<file path="src/rtl/regfile_write_arbiter.sv">
// regfile_write_arbiter
//
// Shares the single register-file write port between NUM_REQ writeback
// producers (0 = ALU, 1 = mul/div, 2 = load unit) with round-robin priority.
// At most one write is granted per cycle. The granted write is registered and
// presented to the register file one cycle later. Writes to x0 are accepted
// immediately and discarded, so they never use the port.
//
// Ports:
//   clk          rising-edge clock
//   reset        synchronous, active-high reset
//   port_enable  register-file port available this cycle (0 = accept nothing)
//   flush        kill the write being loaded into the output register
//   req_valid    per-requester write request
//   req_addr     packed destination indexes, requester i at [i*RAW +: RAW]
//   req_data     packed write data, requester i at [i*WS +: WS]
//   req_ready    combinational accept per requester
//   wr_en        registered write strobe
//   wr_addr      registered write index
//   wr_data      registered write data
//   last_grant   index of the most recent real grant (debug / perf counters)
//
// Handshake: a transfer on requester i happens in any cycle where
// req_valid[i] & req_ready[i] is 1 at the rising edge. req_ready is built only
// from req_valid, req_addr, port_enable, last_grant and reset, never from
// req_data, so a producer may compute its data from req_ready without forming
// a loop. Producers hold valid/addr/data stable until accepted.
//
// NUM_REQ must be at least 2 so that last_grant has a nonzero width.

module regfile_write_arbiter #(
   parameter int NUM_REQ        = 3,
   parameter int WORD_SIZE      = 32,
   parameter int REG_ADDR_WIDTH = 5
) (
   input  logic                              clk,
   input  logic                              reset,
   input  logic                              port_enable,
   input  logic                              flush,
   input  logic [NUM_REQ-1:0]                req_valid,
   input  logic [NUM_REQ*REG_ADDR_WIDTH-1:0] req_addr,
   input  logic [NUM_REQ*WORD_SIZE-1:0]      req_data,
   output logic [NUM_REQ-1:0]                req_ready,
   output logic                              wr_en,
   output logic [REG_ADDR_WIDTH-1:0]         wr_addr,
   output logic [WORD_SIZE-1:0]              wr_data,
   output logic [$clog2(NUM_REQ)-1:0]        last_grant
);

   localparam int LG_W = $clog2(NUM_REQ);

   logic                      wr_en_q,      wr_en_d;
   logic [REG_ADDR_WIDTH-1:0] wr_addr_q,    wr_addr_d;
   logic [WORD_SIZE-1:0]      wr_data_q,    wr_data_d;
   logic [LG_W-1:0]           last_grant_q, last_grant_d;

   logic [NUM_REQ-1:0]        real_req;
   logic [NUM_REQ-1:0]        null_req;
   logic                      accept_ok;
   logic                      grant_found;
   logic [LG_W-1:0]           grant_idx;
   logic [REG_ADDR_WIDTH-1:0] grant_addr;
   logic [WORD_SIZE-1:0]      grant_data;

   // A request pending while reset is high must not be accepted, so reset
   // blocks acceptance the same way a busy port does.
   assign accept_ok = port_enable & ~reset;

   always_comb begin
      real_req = '0;
      null_req = '0;
      for (int i = 0; i < NUM_REQ; i++) begin
         if (req_valid[i]) begin
            if (req_addr[i*REG_ADDR_WIDTH +: REG_ADDR_WIDTH] == '0) begin
               null_req[i] = 1'b1;
            end else begin
               real_req[i] = 1'b1;
            end
         end
      end
   end

   // Round-robin search starting one past the last winner. The modulo keeps
   // the scan correct for any NUM_REQ, including non powers of two.
   always_comb begin
      grant_found = 1'b0;
      grant_idx   = '0;
      for (int k = 1; k <= NUM_REQ; k++) begin
         for (int i = 0; i < NUM_REQ; i++) begin
            if (!grant_found && real_req[i] &&
                (i == ((int'(last_grant_q) + k) % NUM_REQ))) begin
               grant_found = 1'b1;
               grant_idx   = LG_W'(i);
            end
         end
      end
      if (!accept_ok) begin
         grant_found = 1'b0;
      end
   end

   always_comb begin
      req_ready  = '0;
      grant_addr = '0;
      grant_data = '0;
      for (int i = 0; i < NUM_REQ; i++) begin
         if (accept_ok && null_req[i]) begin
            req_ready[i] = 1'b1;
         end
         if (grant_found && (grant_idx == LG_W'(i))) begin
            req_ready[i] = 1'b1;
            grant_addr   = req_addr[i*REG_ADDR_WIDTH +: REG_ADDR_WIDTH];
            grant_data   = req_data[i*WORD_SIZE +: WORD_SIZE];
         end
      end
   end

   // A flushed grant is still consumed and still advances the rotation; only
   // the strobe is suppressed. Address/data keep the last real write.
   always_comb begin
      wr_en_d      = grant_found & ~flush;
      wr_addr_d    = wr_addr_q;
      wr_data_d    = wr_data_q;
      last_grant_d = last_grant_q;
      if (wr_en_d) begin
         wr_addr_d = grant_addr;
         wr_data_d = grant_data;
      end
      if (grant_found) begin
         last_grant_d = grant_idx;
      end
   end

   always_ff @(posedge clk) begin
      if (reset) begin
         wr_en_q      <= 1'b0;
         wr_addr_q    <= '0;
         wr_data_q    <= '0;
         last_grant_q <= LG_W'(NUM_REQ - 1);
      end else begin
         wr_en_q      <= wr_en_d;
         wr_addr_q    <= wr_addr_d;
         wr_data_q    <= wr_data_d;
         last_grant_q <= last_grant_d;
      end
   end

   assign wr_en      = wr_en_q;
   assign wr_addr    = wr_addr_q;
   assign wr_data    = wr_data_q;
   assign last_grant = last_grant_q;

endmodule

</file>
<file path="config.mk">
export PLATFORM = sky130hd
export DESIGN_NAME = regfile_write_arbiter
export DESIGN_NICKNAME = d
export VERILOG_FILES = /design/src/rtl/regfile_write_arbiter.sv
export SDC_FILE = /design/constraint.sdc
export NUM_CORES = 1
export LEC_CHECK = 0
export CAP_MARGIN = 20
export CORE_MARGIN = 1.5
export CORE_UTILIZATION = 34
export CTS_BUF_LIST = sky130_fd_sc_hd__clkbuf_8 sky130_fd_sc_hd__clkbuf_16
export DETAILED_ROUTE_END_ITERATION = 10
export GPL_ROUTABILITY_DRIVEN = 0
export PLACE_DENSITY = 0.77
export SLEW_MARGIN = 20
export SYNTH_ARGS = -nofsm -noshare
export SYNTH_HDL_FRONTEND = slang
export SYNTH_SLANG_ARGS = --single-unit
</file>
<file path="constraint.sdc">
create_clock -name clk -period 3.3 [get_ports clk]
set_clock_uncertainty 0.2 [all_clocks]
set_input_delay 0.495 -clock clk [delete_from_list [all_inputs] [get_ports clk]]
set_output_delay 0.495 -clock clk [all_outputs]
set_load 0.005 [all_outputs]
</file>
Yosys cells after proc, flatten, opt, wreduce, memory -nomap -nowiden
Index checks and enable logic that the tools add are counted.

Register bits after elaboration: 40. Input port bits: 118. Output and inout bits: 43. Logic and storage cells: 102.

Add/subtract/negate cells: 3. Divide/modulo/power cells: 3. Equality and inequality tests: 8. Mux-type cells: 42. Bitwise operators: 4. Reductions and logical operators: 38.

Operators by type and width (number): equality test 2 x 32 -> 1 bit (first input constant) (3); equality test 3 x 32 -> 1 bit (first input constant) (3); zero test 32 bit (3); remainder unit 32 x 3 -> 32 bit (second input constant) (3); 2-to-1 mux 32 bit (3); 2-to-1 mux 1 bit (29); logical AND 1 bit (23); zero test 5 bit (3); 2-to-1 mux 5 bit (3); 2-to-1 mux 2 bit (7); zero test 1 bit (8); adder 2 x 2 -> 3 bit (second input constant) (2); adder 2 x 1 -> 3 bit (second input constant) (1); AND 1 bit (2); equality test 2 x 1 -> 1 bit (second input constant) (1); equality test 2 bit (second input constant) (1); zero test 2 bit (1); inverter 1 bit (2).

Logic depth before layout (Yosys ltp)
Depth after elaboration: 42. Gate-level depth with buffers: 9.

Worst setup path after synthesis
OpenSTA, ideal clock, no wires.

Path type: input -> output. From: input req_addr[6]. To: output req_ready[2]. Data arrival time: 2.133 ns. Required time: 2.605 ns. Path slack: 0.472 ns. Stages: 8. Cells stage by stage: or4_4 o21ai_4 a21oi_2 a2111oi_4 buf_4 buf_6 a21oi_1 nor2_1.

Word-level cells in the longest chain between the ends: 37. Elaborated cells on any way between the ends: 46. Those cells by class: eq/ne: 1; mux: 20; reduce/logical: 25.

RTL lines: start, declared (RTL line 41) `input logic [NUM_REQ*REG_ADDR_WIDTH-1:0] req_addr,`; zero test 5 bit * (RTL line 74) `if (req_addr[i*REG_ADDR_WIDTH +: REG_ADDR_WIDTH] == '0) begin`; 2-to-1 mux 1 bit * (RTL line 74); 2-to-1 mux 1 bit * (RTL line 73) `if (req_valid[i]) begin`; logical AND 1 bit (2 in a row) (RTL line 90) `if (!grant_found && real_req[i] &&`; 2-to-1 mux 1 bit (RTL line 90); zero test 1 bit (RTL line 90); logical AND 1 bit (2 in a row) (RTL line 90); 2-to-1 mux 1 bit (RTL line 90); (+17 left out); logical AND 1 bit (2 in a row) (RTL line 90); 2-to-1 mux 1 bit (RTL line 90); zero test 1 bit (RTL line 90); logical AND 1 bit (2 in a row) (RTL line 90); 2-to-1 mux 2 bit or 2-to-1 mux 1 bit (tied branches) (RTL line 90); equality test 2 bit or 2-to-1 mux 1 bit (tied branches) (RTL line 110, 97); logical AND 1 bit * (RTL line 110) `if (grant_found && (grant_idx == LG_W'(i))) begin`; 2-to-1 mux 1 bit * (RTL line 110); end, declared (RTL line 43) `output logic [NUM_REQ-1:0] req_ready,`.

Mark *: on every way between the ends. The rest lies on a longest branch, timed or not.

Final worst setup path
From: input req_addr[6]. To: output req_ready[0].

Word-level cells in the longest chain between the ends: 37. Elaborated cells on any way between the ends: 46. Those cells by class: mux: 20; reduce/logical: 26.

RTL lines (RTL line): zero test 5 bit * (74); 2-to-1 mux 1 bit * (74); 2-to-1 mux 1 bit * (73); logical AND 1 bit (2 in a row) (90); 2-to-1 mux 1 bit (90); zero test 1 bit (90); logical AND 1 bit (2 in a row) (90); 2-to-1 mux 1 bit (90); (+17 left out); logical AND 1 bit (2 in a row) (90); 2-to-1 mux 1 bit (90); zero test 1 bit (90); logical AND 1 bit (2 in a row) (90); 2-to-1 mux 1 bit or 2-to-1 mux 2 bit (tied branches) (90); 2-to-1 mux 1 bit or zero test 2 bit (tied branches) (97, 110); logical AND 1 bit * (110); 2-to-1 mux 1 bit * (110).

Marked as above.

==> summary.md <==
| Metric | Value |
|---|---|
| Initial detailed-routing violation count | roughly 100 |
| Ys Warns | 0 |
| Post-Syn Area | around 2200 µm² |
| Grt total ovfl | 0 |
| Crit share post-route | 97.8% |
| Register area share after synthesis | roughly 37% |
| VDD IR max | 0.000190 V |
| Met3 track demand over resource | 6.81% |
| HP Start | wr_addr[4]$_SDFFE_PP0P_ |
| Met2 Use GR | 41.0% |
| Startpoint Class | input port |
| Fin util | between 60% and 70% |
| Port Buf Inserts | 160 |
| CP max FO | 2 |
| I/O pins | between 150 and 200 |
| Core area | 6030 µm² |
| Final WL | 7680 µm |
| Hold Crit Depth | 2 |
| Pwr per Cell Area | around 330 nW/µm² |
| Leading cell type in the layout, fill and taps excluded | clkdlybuf4s50_1 |
| Worst path required time | ~2.6 ns |
| Die width | slightly above 80 µm |
| Fin. Hold Viols | 0 |
| Maximum Capacitance Violations | 0 |
| Hold slack | 0.253 ns |
| Area growth from synthesis to layout | 88.3% |
| First-pass GRT wire length | 11500 µm |
| Post-Syn Area per Cell | approximately 10 µm² |
| Vias in the first global route | 2405 |
| Status | finished clean |
| Worst path arrival time | about 2.5 ns |
| RSZ-0062 raised after global routing | no |
| Mapped Nets | around 340 |
| Setup CP Type | in -> out |
| Hold-fix buffers, CTS | 0 |
| CTS Buf Count | 5 |
| Reg2Reg Launch Point | last_grant[0]$_SDFFE_PP0P_ |
| Layout cell share with drive strength beyond 1 | a little under an eighth |
| Path depth of the worst reg2reg path | 10 |
| R2R setup slack | around 0.83 ns |
| Die ar. | between 6000 and 7000 µm² |
| Final HPWL DP | ~5800 µm |
| Die Y | 82.7 µm |
| Max Freq | 0.310 GHz |
| Worst rel slew slack | 71.6% |
| Final Non-Filler Cells | 467 |
| Post-route ant nets | 0 |
| Worst skew pair latency | 0.28 ns |
| Largest net degree at the start of global routing | 38 |
| Worst-path clk slew | 0.08 ns |
| Total clock sinks | 40 |
| Htree depth | 2 |
| WHS Endpoint | wr_addr[4]$_SDFFE_PP0P_ |
| FF-to-FF End | wr_data[0]$_SDFFE_PP0P_ |
| Hold WC Path Type | reg -> reg |
| Via count | ~2500 |
| Setup TNS | 0 ns |
| Post-layout minimum cycle time | about 3.2 ns |
| Diodes inserted | 0 |
| Most frequent cells in the layout | 154 x clkdlybuf4s50_1, 40 x dfxtp_1, 35 x o21ai_1 |
| Register bit total from synthesis | 40 |
| Met1 Use GR | 25.0% |
| DRT Pass-1 Iters | 4 |
| Initial antenna violation count | 0 |
| Slew Viols, Final | 0 |
| CTS Buffer Depth | 2 |
| Gr busiest metal | met2 |
| Cells after synthesis | between 200 and 250 |
| Root Buffer Master | clkbuf_8 |
| CTS tree | done |
| Static leakage | 1.47 nW |
| Vias/cell | 5.36 |
| GRT Total Usage | 22.2% |
| WL/cell | roughly 16 µm |
| Worst slack, placed | -0.248 ns |
| Final setup fails | 0 |
| Final worst slack | ~0.074 ns |
| Initial core utilization | 35.8% |
| Fill cells | about 530 |
| Placed Cells | 458 |
| Nets | between 500 and 600 |
| Std-Cell Rows | 28 |
| Drc violations | 0 |
| Worst-Margin Slew | 0.422 ns |
| CP Capture Type | output pin |
| Netlist cell types | 37 |
[worst max-delay path, stage by stage]
cell             delay [ns]
clkdlybuf4s50_1        0.42
or4_4                  0.59
o21ai_4                0.18
a21oi_4                0.08
a2111o_1               0.41
a32oi_1                0.18
nor2_1                 0.06
clkbuf_2               0.11
[where the power goes]
group / switching [mW] / internal [mW]
registers: 0.0190 / 0.519
logic: 0.190 / 0.295
clock network: 0.168 / 0.167
[flip-flops by register name (all words and copies together) (netlist names)]
register    count
wr_addr         5
last_grant      2
wr_en           1
wr_data        32
[synthesized netlist by cell type (all sizes together)]
| library cell | number | area, µm² |
|---|---|---|
| a31oi | 2 | 27.5 |
| inv | 5 | 18.8 |
| nor3b | 1 | 7.51 |
| and3 | 1 | 7.51 |
| nor4 | 1 | 6.26 |
| nor2b | 1 | 6.26 |
| a2111oi | 1 | 27.5 |
| a21oi | 3 | 18.8 |
| or3 | 1 | 6.26 |
| and2 | 1 | 6.26 |
| nand2b | 1 | 6.26 |
| o22ai | 1 | 6.26 |
| or4 | 3 | 33.8 |
| o211ai | 1 | 7.51 |
| ha | 2 | 25.0 |
| o21ai | 45 | 244 |
| a2111o | 1 | 11.3 |
| mux2i | 33 | 330 |
| dfxtp | 40 | 801 |
| buf | 15 | 105 |
| a32oi | 33 | 289 |
| nor3 | 1 | 16.3 |
| o2111a | 1 | 11.3 |
| nor2 | 10 | 40.0 |
| or2 | 1 | 6.26 |
| clkbuf | 3 | 11.3 |
| a221oi | 5 | 43.8 |
| nand2 | 9 | 36.3 |
[cells by family after synthesis]
group,after synthesis,share of synthesized area [%]
AND/OR/NAND/NOR,31,8.30
adder cells (fa/ha/maj),2,1.16
buffers and inverters,23,6.26
AO/OA/AOI/OAI,93,31.8
flip-flops,40,37.1
multiplexers,33,15.3
[metrics by stage]
stage,instance area [µm²],total power [mW]
floorplan,2160,0.739
global placement,3940,1.02
detailed placement,3940,1.03
CTS,4050,1.37
global route,4060,1.43
finish,4060,1.36
[routing by layer]
metal  share of wire [%]  up-vias
met5                   0        -
met4                0.49        0
met3                 8.1        4
met2                  52       99
met1                  40     1188
li1                    -     1214
[worst max-delay path by stage]
stage,cells past startpoint,end,start,slack (ns)
floorplan,8,req_ready[2],req_addr[6],0.47
global placement,8,req_ready[0],req_addr[6],-0.23
detailed placement,8,req_ready[0],req_addr[6],-0.25
CTS,8,req_ready[0],req_addr[9],-0.05
global route,8,req_ready[0],req_addr[6],0.01
finish,8,req_ready[0],req_addr[6],0.07
[repair_timing]
action | 4_1_cts | 5_1_grt
resized for setup | 7 | 10
setup endpoints to repair | 3 | 2
pin swaps | 5 | 8
buffers inserted | 1 | 0
[final cells by class]
type / count / area [µm²] / share of cell area (%)
flip-flops and latches: 40 / 801 / 19.7
clock inverters: 2 / 11.3 / 0.277
well taps: 75 / 93.8 / 2.31
inverters: 5 / 18.8 / 0.462
repair buffers: 180 / 1800 / 44.3
clock buffers: 6 / 82.6 / 2.03
multi-input cells: 159 / 1260 / 31.0
No activity file was read; power rests on OpenSTA's default activity.
